===== src/rtl/cheby_mac_seq.sv =====
// rtl/cheby_mac_seq.sv - Chebyshev term multiply-accumulate sequencer with saturated Q15 output
// Walks the T-value ROM, accumulates c_k*T_k(x) and hands y(x) downstream over valid/ready.
module cheby_mac_seq #(
  parameter int N_TERMS = 8
) (
  input  logic        c_clk,
  input  logic        c_rst,
  input  logic        c_start,
  input  logic        i_coef_wr,
  input  logic [2:0]  i_coef_addr,
  input  logic [15:0] i_coef_data,
  output logic [2:0]  o_rom_address,
  output logic        o_rom_read_en,
  output logic        o_rom_ce,
  output logic        o_rom_tri_output,
  input  logic [15:0] i_rom_data,
  output logic [15:0] o_result,
  output logic        o_valid,
  input  logic        i_ready,
  output logic        o_busy
);

  typedef enum logic [2:0] {S_IDLE, S_RUN, S_DRAIN, S_FIN, S_OUT} state_t;

  localparam logic [2:0] K_LAST = 3'(N_TERMS - 1);

  state_t             state_q, state_d;
  logic [2:0]         k_q, k_d;
  logic signed [35:0] acc_q, acc_d;
  logic signed [31:0] p_q, p_d;
  logic               pvalid_q, pvalid_d;
  logic [15:0]        result_q, result_d;
  logic               valid_q, valid_d;
  logic [15:0]        coef_q [8];
  logic [15:0]        coef_d [8];

  logic signed [35:0] p_ext;
  logic signed [35:0] acc_shr;

  always_ff @(posedge c_clk) begin
    if (c_rst) begin
      state_q  <= S_IDLE;
      k_q      <= '0;
      acc_q    <= '0;
      p_q      <= '0;
      pvalid_q <= 1'b0;
      result_q <= '0;
      valid_q  <= 1'b0;
      for (int i = 0; i < 8; i++) coef_q[i] <= '0;
    end else begin
      state_q  <= state_d;
      k_q      <= k_d;
      acc_q    <= acc_d;
      p_q      <= p_d;
      pvalid_q <= pvalid_d;
      result_q <= result_d;
      valid_q  <= valid_d;
      for (int i = 0; i < 8; i++) coef_q[i] <= coef_d[i];
    end
  end

  always_comb begin
    state_d = state_q;
    case (state_q)
      S_IDLE:  if (c_start) state_d = S_RUN;
      S_RUN:   if (k_q == K_LAST) state_d = S_DRAIN;
      S_DRAIN: state_d = S_FIN;
      S_FIN:   state_d = S_OUT;
      S_OUT:   if (i_ready) state_d = S_IDLE;
      default: state_d = S_IDLE;
    endcase
  end

  // Product is registered one edge before it is summed, hence the DRAIN edge.
  always_comb begin
    k_d      = k_q;
    acc_d    = acc_q;
    p_d      = p_q;
    pvalid_d = pvalid_q;
    result_d = result_q;
    valid_d  = valid_q;
    for (int i = 0; i < 8; i++) coef_d[i] = coef_q[i];
    p_ext    = {{4{p_q[31]}}, p_q};
    acc_shr  = acc_q >>> 15;

    if (i_coef_wr && state_q == S_IDLE) coef_d[i_coef_addr] = i_coef_data;

    case (state_q)
      S_IDLE: begin
        if (c_start) begin
          acc_d    = '0;
          k_d      = '0;
          pvalid_d = 1'b0;
        end
      end
      S_RUN: begin
        p_d      = $signed(i_rom_data) * $signed(coef_q[k_q]);
        pvalid_d = 1'b1;
        if (pvalid_q) acc_d = acc_q + p_ext;
        k_d      = k_q + 3'd1;
      end
      S_DRAIN: begin
        acc_d    = acc_q + p_ext;
        pvalid_d = 1'b0;
      end
      S_FIN: begin
        if (acc_shr > 36'sd32767)       result_d = 16'h7FFF;
        else if (acc_shr < -36'sd32768) result_d = 16'h8000;
        else                            result_d = acc_shr[15:0];
        valid_d = 1'b1;
      end
      S_OUT: begin
        if (i_ready) valid_d = 1'b0;
      end
      default: ;
    endcase
  end

  always_comb begin
    o_busy           = (state_q != S_IDLE);
    o_rom_ce         = (state_q == S_RUN);
    o_rom_read_en    = (state_q == S_RUN);
    o_rom_tri_output = (state_q != S_RUN);
    o_rom_address    = (state_q == S_RUN) ? k_q : 3'd0;
    o_result         = result_q;
    o_valid          = valid_q;
  end

endmodule


===== config.mk =====
export PLATFORM = sky130hd
export DESIGN_NAME = cheby_mac_seq
export DESIGN_NICKNAME = d
export VERILOG_FILES = /design/src/rtl/cheby_mac_seq.sv
export SDC_FILE = /design/constraint.sdc
export NUM_CORES = 1
export LEC_CHECK = 0
export CAP_MARGIN = 40
export CORE_AREA = 2 2 175 177
export DETAILED_ROUTE_END_ITERATION = 12
export DIE_AREA = 0 0 177 179
export PLACE_DENSITY_LB_ADDON = 0.12
export SETUP_SLACK_MARGIN = 0.5
export SYNTH_ARGS = -nofsm -noshare
export SYNTH_HDL_FRONTEND = slang
export SYNTH_SLANG_ARGS = --single-unit

===== constraint.sdc =====
create_clock -name c_clk -period 23.9 [get_ports c_clk]
set_input_delay 3.585 -clock c_clk [delete_from_list [all_inputs] [get_ports c_clk]]
set_output_delay 3.585 -clock c_clk [all_outputs]
set_load 0.01 [all_outputs]

==> metrics, run 1 <==
status complete, no violations; clock group share of total power between 40% and 50%; routed vias roughly 16000; total track usage approximately 32%; die area 31680 sq um; critical path capture point type flip-flop; met1 Usage GRT 38.10%; nets roughly 2700; initial drt markers approximately 1000; Final Skew 0.02313 ns; Hold Crit Class flip-flop to flip-flop; grt met2 use 59.27%; Slowest cell on crit path clkdlybuf4s50_1; Antenna Cells 0; DP Area ~21000 sq um; final core utilization between 70% and 80%; Synth area leaders fa_1 (26%), dfxtp_1 (22%), nand2_1 (8.1%); HPWL Detailed around 36 mm; Initial Util between 60% and 70%; Filler cells 2256; Synth area leader fa_1; Final Setup Violations 0; WP data arrival ~10 ns; Seq/Total Area, Yosys approximately 22%; Post-synth EDFFs 0; pin count of the biggest net entering global routing about 100; Die Width 177 um; period utilization between 40% and 50%; drt pass-1 iters 6; post-CTS sizing 0; combinational share of power about 18%; Synth Warn # 0; Worst-Margin Slew 0.9742 ns; # DRC 0; WL per Instance around 18 um; H-tree depth 1; Syn-to-layout area delta 8.627%; vias in the first global route 16740; # Post-CTS Setup Buffers 0; synthesized area per cell between 8 and 9 sq um; Mapped Cells about 2300; GR peak layer met2; Pwr Total around 0.94 mW; RSZ-0062 raised after global routing no; final global-route overflow total 0; post-synthesis cell type count 75; CP Launch Type input pin; cell-internal power a little under 0.7 mW; Routability Congestion about 0.9; final hold violations 0; Root Driver clkbuf_16; Post-Layout Cell Count roughly 2700; GRT met3 Usage between 3 and 4%; Worst path max stage delay 0.70 ns; Die H between 150 and 200 um; io pins 64; post-route cell area between 20000 and 25000 sq um; Place WS between 10 and 15 ns; drt via density between 5 and 6; ys async rst share 0%; Yosys reg bits ~220; clk buf depth 3; Synth Flop Type dfxtp_1; Crit Path Category input pin to flip-flop; setup_tns 0 ns; Sequential Power Share between 40% and 50%; Post-Syn Area 20310 sq um; first-pass GRT wire length roughly 81 mm; Slew Limit Fails 0; Pwr per Cell Area 42.46 nW/um^2; Skew-Pair Late Insertion Delay between 0.5 and 0.6 ns; number of max-cap violations 0; antenna violations before repair 0; crit-path most repeated cell fa_1; commonest non-fill, non-tap cells in the layout nand2_1 (438), inv_1 (316), fa_1 (263); row count 64; Buf+Inv Stages, Crit Path 5; IO Port Bufs 63; Peak Freq about 100 MHz; commonest non-fill, non-tap cell in the layout nand2_1; CTS tree yes; Worst VDD drop 0.05869 mV; crit-path cells clkdlybuf4s50_1, nor2b_1, fa_1, inv_1, fa_1, fa_1, fa_1, inv_1, fa_1, inv_1, fa_1, inv_1, ha_1, a21o_1, a21oi_1, or2_1, and3_1, o21ba_2, a21oi_2, a211oi_1, a21oi_1, xnor2_1, o31ai_1; LEAKAGE 9.945 nW; cts hold-fix bufs 0; Total Routed Length 48.65 mm; required time worst endpoint 24.35 ns; fin crit period 10.00 ns; Reg clk slew, reported paths about 0.06 ns; area share of the largest cell type after synthesis 25.93%; worst setup margin about 14 ns; worst hold slack approximately 0.45 ns; Final ANT Viol Nets 0; CTS buffer count 25; crit path max fanout 16; layout cells sized above 1 5.842%; Crit path max-delay family adder cells; slew margin rel. 35.05%; syn nets 2757; CTS sink cnt between 200 and 250; Post-Place Cells ~2700; NetSw between 0.2 and 0.3 mW; core region area 30030 sq um; Sw Share 28.25%
## path summary, 6_finish.rpt
kind,startpoint,end,slack (ns),cells after the start
hold reg to reg,coef_q[5][8]$_SDFFE_PP0P_,coef_q[5][8]$_SDFFE_PP0P_,0.45,2
hold / removal,coef_q[5][8]$_SDFFE_PP0P_,coef_q[5][8]$_SDFFE_PP0P_,0.45,2
setup / recovery,i_rom_data[7],p_q[29]$_SDFFE_PP0P_,13.90,23
setup reg to reg,flip-flop,p_q[29]$_SDFFE_PP0P_,15.86,26
## synthesized netlist by cell type, types with 32 or more instances
library cell  number
a21oi_1          222
and2_1            50
clkbuf_1         110
dfxtp_1          223
fa_1             263
ha_1             119
inv_1            316
mux4_2            32
nand2_1          438
nor2_1            98
nor2b_1           87
o21ai_0           37
xnor2_1           49
## power groups by stage
stage / registers [mW] / clock network [mW] / logic [mW]
after global routing: 0.385 / 0.406 / 0.185
after CTS: 0.384 / 0.392 / 0.167
after detailed placement: 0.393 / 0 / 0.165
after floorplan: 0.391 / 0 / 0.119
after global placement: 0.392 / 0 / 0.160
final: 0.384 / 0.386 / 0.166
## cells by family after synthesis
kind of cell,count (synthesis),synth area share (%)
AND/OR/NAND/NOR,769,17.09
buffers and inverters,444,8.423
AO/OA/AOI/OAI,406,12.11
adder cells (fa/ha/maj),382,33.26
flip-flops,223,21.99
XOR/XNOR,61,2.631
multiplexers,50,4.492
## flip-flops by register name (all words and copies together) (netlist names), named ones only
signal,flops
coef_q,128
acc_q,36
p_q,32
o_result,16
k_q,3
state_q,3
o_valid,1
pvalid_q,1
## layer usage
metal  up-vias  share of wire, %  wire [um]
met1      7907                38      18310
li1       7443                 -          -
met3       142               5.2       2508
met2       512                53      25900
met5         -                 0          0
met4         0               4.0       1936
## cell type report
class	count	area (sq um)	share of cell area (%)
multi-input combinational	1668	14170	64.22
sequential	223	4466	20.25
inverter	317	1190	5.395
timing repair buffer	91	903.4	4.096
clock buffer	31	688.2	3.120
tap	396	495.5	2.246
clock inverter	15	148.9	0.6750
## tightest hold or removal path, cell delays in order (launching register included)
cell and delay (ns):
dfxtp_1 0.30, nand2_1 0.05, a21oi_1 0.05
Power figures use the tool's default switching activity.
==> inputs of run 2 (changes only) <==
- CORE_AREA: 2 2 175 177 -> 2 2 191 193
- DIE_AREA: 0 0 177 179 -> 0 0 193 195
- clock period: 23.9 -> 8.7 ns (I/O delays scaled with it)
==> run 2 against run 1 <==
Net effect: critical path depth is the same; critical endpoint is now p_q[30]$_SDFFE_PP0P_; setup slack lost 13 ns; routed wire length fell by 0.31%; global-route usage decreased by 5.4 points.
==> metrics, run 2 (synthesis results as in run 1) <==
slew margin rel. between 30 and 40%; Crit Path Category flip-flop to flip-flop; Place WS around 0.45 ns; H-tree depth 1; Antenna Cells 0; Final Setup Violations 0; fin crit period around 7.8 ns; post-route cell area approximately 22000 sq um; DP Area ~21000 sq um; CTS buffer count 25; Worst-Margin Slew between 0.9 and 1 ns; Root Driver clkbuf_16; total track usage approximately a quarter; Peak Freq roughly 130 MHz; core region area between 30000 and 40000 sq um; routed vias between 15000 and 20000; required time worst endpoint about 9.2 ns; HPWL Detailed 36.45 mm; CP Launch Type flip-flop; number of max-cap violations 0; commonest non-fill, non-tap cell in the layout nand2_1; drt via density 5.557; IO Port Bufs 63; critical path capture point type flip-flop; WP data arrival around 8.2 ns; crit-path most repeated cell fa_1; io pins 64; grt met2 use between 40% and 50%; Slew Limit Fails 0; final global-route overflow total 0; Crit path max-delay family adder cells; Hold Crit Class flip-flop to flip-flop; drt pass-1 iters 5; status complete, no violations; crit-path cells buf_4, mux4_2, mux2_2, nand2_1, inv_1, fa_1, fa_1, fa_1, fa_1, fa_1, inv_1, fa_1, inv_1, ha_1, inv_1, or3_1, or2_1, a31o_1, o2111ai_1, and2_1, a41oi_1, or4_1, nand3_1; commonest non-fill, non-tap cells in the layout nand2_1 (438), inv_1 (316), fa_1 (263); LEAKAGE between 9 and 10 nW; Reg clk slew, reported paths 0.06 ns; pin count of the biggest net entering global routing 109; top flop regs coef_q (128), acc_q (36), p_q (32); Routability Congestion around 0.86; antenna violations before repair 1; number of flip-flops in the largest register about 130; CTS tree yes; Buf+Inv Stages, Crit Path 5; CTS sink cnt 223; Post-Place Cells approximately 2800; Worst path max stage delay around 0.75 ns; Die Width just under 200 um; Die H between 150 and 200 um; nets approximately 2800; Final Skew 0.02675 ns; GR peak layer met2; Skew-Pair Late Insertion Delay ~0.54 ns; clk buf depth 3; final hold violations 0; met1 Usage GRT around a third; layout cells sized above 1 5.915%; Pwr per Cell Area around 120 nW/um^2; row count 69; initial drt markers 890; Syn-to-layout area delta 9.212%; Post-Layout Cell Count between 2000 and 3000; # Post-CTS Setup Buffers 0; Final ANT Viol Nets 0; worst setup margin around 0.94 ns; Slowest cell on crit path fa_1; GRT met3 Usage 2.983%; first-pass GRT wire length ~80 mm; Initial Util between 50 and 60%; Largest Register coef_q; Worst VDD drop 0.1579 mV; setup_tns 0 ns; WL per Instance roughly 17 um; die area roughly 38000 sq um; # DRC 0; period utilization about nine tenths; cts hold-fix bufs 0; Total Routed Length around 49 mm; RSZ-0062 raised after global routing no; vias in the first global route 16020; crit path max fanout 16
[run 2: layer usage]
layer	wire length (um)	vias up
met4	1529	2
met2	25700	349
met5	18	-
li1	-	7438
met3	2123	99
met1	19130	7732
[run 2: area by class of cell]
| class | instances | area (sq um) |
|---|---|---|
| Clock buffer | 35 | 703.2 |
| Clock inverter | 11 | 128.9 |
| Fill cell | 3100 | 13220 |
| Inverter | 317 | 1190 |
| Multi-Input combinational cell | 1668 | 14170 |
| Sequential cell | 223 | 4468 |
| Tap cell | 461 | 576.8 |
| Timing Repair Buffer | 96 | 938.4 |
[run 2: metrics by stage]
| step | hold slack (ns) | utilization (%) | power [mW] |
|---|---|---|---|
| after floorplan | 0.4292 | - | 1.400 |
| after global placement | 0.4386 | 60.02 | 1.527 |
| after detailed placement | 0.4444 | 60.28 | 1.540 |
| after CTS | 0.4532 | 62.63 | 2.597 |
| after global routing | 0.4685 | 62.65 | 2.696 |
| final | 0.4507 | 62.65 | 2.575 |
[run 2: final timing paths]
| check | startpoint | endpoint | slack, ns | depth (start not counted) |
|---|---|---|---|---|
| max | flip-flop | p_q[30]$_SDFFE_PP0P_ | 0.94 | 23 |
| min | coef_q[0][9]$_SDFFE_PP0P_ | coef_q[0][9]$_SDFFE_PP0P_ | 0.45 | 2 |
| min reg2reg | coef_q[0][9]$_SDFFE_PP0P_ | coef_q[0][9]$_SDFFE_PP0P_ | 0.45 | 2 |
| max reg2reg | flip-flop | p_q[30]$_SDFFE_PP0P_ | 0.94 | 23 |
[run 2: timing repair]
action                     4_1_cts  5_1_grt
resized for setup                0        2
setup endpoints to repair        0        5
hold endpoints to repair         0        0
[run 2: power breakdown]
group          internal (mW)  switching [mW]  leakage (nW)
Sequential              1.04          0.0156          1.80
Clock                  0.629           0.432         0.412
Combinational          0.178           0.278          7.75
[run 2: tightest hold or removal path, stage by stage (launching register included)]
cell and delay [ns]:
dfxtp_1 0.30, nand2_1 0.05, a21oi_1 0.05
==> inputs of run 3 (changes only) <==
- CTS_BUF_LIST: unset -> sky130_fd_sc_hd__clkbuf_4 sky130_fd_sc_hd__clkbuf_8 sky130_fd_sc_hd__clkbuf_16
==> run 3 against run 2 <==
Net effect: hold slack about the same; clock skew is 0.0047 ns lower; largest power group is now the clock network; maximum frequency rose by 0.15%.
==> metrics, run 3 (synthesis results as in run 1) <==
status complete, no violations; CP Launch Type flip-flop; Crit path max-delay family adder cells; NetSw ~0.73 mW; drt via density between 5 and 6; clock group share of total power 41.6%; RSZ-0062 raised after global routing no; fin crit period about 7.8 ns; Skew-Pair Late Insertion Delay about 0.54 ns; vias in the first global route ~16000; total track usage 26.66%; nets around 2800; H-tree depth 1; layout cells sized above 1 6.170%; Final Setup Violations 0; WL per Instance 17.27 um; setup_tns 0 ns; Place WS 0.4491 ns; Initial Util a little under three fifths; cell-internal power 1.869 mW; number of max-cap violations 0; period utilization approximately 89%; Crit Path Category flip-flop to flip-flop; Worst VDD drop between 0.15 and 0.2 mV; commonest non-fill, non-tap cell in the layout nand2_1; max layer used met5; Worst-Margin Slew around 0.92 ns; required time worst endpoint ~9.2 ns; Syn-to-layout area delta 9.323%; Hold Crit Class flip-flop to flip-flop; Routability Congestion 0.8574; number of flip-flops in the largest register roughly 130; cts hold-fix bufs 0; Worst path max stage delay between 0.7 and 0.8 ns; IO Port Bufs between 60 and 70; Filler cells about 3100; combinational share of power between 15 and 20%; crit-path most repeated cell fa_1; final global-route overflow total 0; slew margin rel. around two fifths; metal2 WL between 20 and 30 mm; antenna violations before repair 1; Final ANT Viol Nets 0; row count 69; Buf+Inv Stages, Crit Path 5; pin count of the biggest net entering global routing ~110; final hold violations 0; Sequential Power Share 40.8%; WL met1 around 19 mm; io pins 64; crit-path cells buf_4, mux4_2, mux2_2, nand2_1, inv_1, fa_1, fa_1, fa_1, fa_1, fa_1, inv_1, fa_1, inv_1, ha_1, inv_1, or3_1, or2_1, a31o_1, o2111ai_1, and2_1, a41oi_1, or4_1, nand3_1; Die Width between 150 and 200 um; clk buf depth 3; Sw Share approximately 28%; core region area between 30000 and 40000 sq um; initial drt markers ~890; first-pass GRT wire length between 80 and 90 mm; Pwr per Cell Area around 120 nW/um^2; Largest Register coef_q; LEAKAGE about 10 nW; Slowest cell on crit path fa_1; Final Skew around 0.022 ns; Antenna Cells 0; top flop regs coef_q (128), acc_q (36), p_q (32); commonest non-fill, non-tap cells in the layout nand2_1 (438), inv_1 (316), fa_1 (263); critical path capture point type flip-flop; crit path max fanout 16; CTS tree yes; Die H between 150 and 200 um; Peak Freq between 100 and 150 MHz; HPWL Detailed about 36 mm; die area about 38000 sq um; drt pass-1 iters 5; Slew Limit Fails 0; worst setup margin approximately 0.95 ns; routed vias roughly 16000; CTS sink cnt approximately 220; CTS buffer count 25; WP data arrival between 8 and 9 ns; # DRC 0; met3 wire len about 2.1 mm; Root Driver clkbuf_16; Total Routed Length 48.56 mm; Reg clk slew, reported paths 0.06 ns
## run 3: metal layers
| layer | GRT usage [%] | up-vias |
|---|---|---|
| met4 | 7.884 | 2 |
| met1 | 32.39 | 7763 |
| met3 | 3.019 | 92 |
| li1 | - | 7444 |
| met5 | 0 | - |
| met2 | 49.22 | 345 |
## run 3: area by class of cell
class	count	area [sq um]	share of cell area (%)
clock buffer	35	725.7	3.269
clock inverter	11	128.9	0.5805
inverter	317	1190	5.360
multi-input combinational	1668	14170	63.84
sequential	223	4468	20.13
tap	461	576.8	2.598
timing repair buffer	96	938.4	4.227
## run 3: per-stage QoR
step	hold WS, ns	instances	total power [mW]	area [sq um]	util (%)
finish	0.4509	2811	2.595	22200	62.71
global route	0.4685	2811	2.714	22200	62.71
CTS	0.4532	2811	2.617	22190	62.69
detailed placement	0.4444	2765	1.540	21340	60.28
global placement	0.4386	2759	1.527	21250	60.02
floorplan	0.4292	2335	1.400	20310	-
## run 3: final timing paths
path / cells past startpoint / slack, ns / to / start
max: 23 / 0.95 / p_q[30]$_SDFFE_PP0P_ / flip-flop
min: 2 / 0.45 / coef_q[6][3]$_SDFFE_PP0P_ / coef_q[6][3]$_SDFFE_PP0P_
min reg2reg: 2 / 0.45 / coef_q[6][3]$_SDFFE_PP0P_ / coef_q[6][3]$_SDFFE_PP0P_
max reg2reg: 23 / 0.95 / p_q[30]$_SDFFE_PP0P_ / flip-flop
## run 3: power groups by stage
stage	logic [mW]	registers (mW)	clock network, mW
3_3_place_gp	0.446	1.08	0
4_1_cts	0.461	1.06	1.10
3_5_place_dp	0.458	1.08	0
5_1_grt	0.510	1.06	1.14
2_1_floorplan	0.326	1.07	0
6_report	0.456	1.06	1.08
## run 3: tightest hold or removal path, delay by kind of cell, from the launching register on
kind / cells / cell delay [ns]
AND/OR/NAND/NOR: 1 / 0.05
flip-flops: 1 / 0.31
AO/OA/AOI/OAI: 1 / 0.05
## run 3: repair_timing
| action | 4_1_cts | 5_1_grt |
|---|---|---|
| gates resized for setup | 0 | 2 |
| endpoints found under the setup margin | 0 | 5 |
| buffers inserted | 0 | 0 |
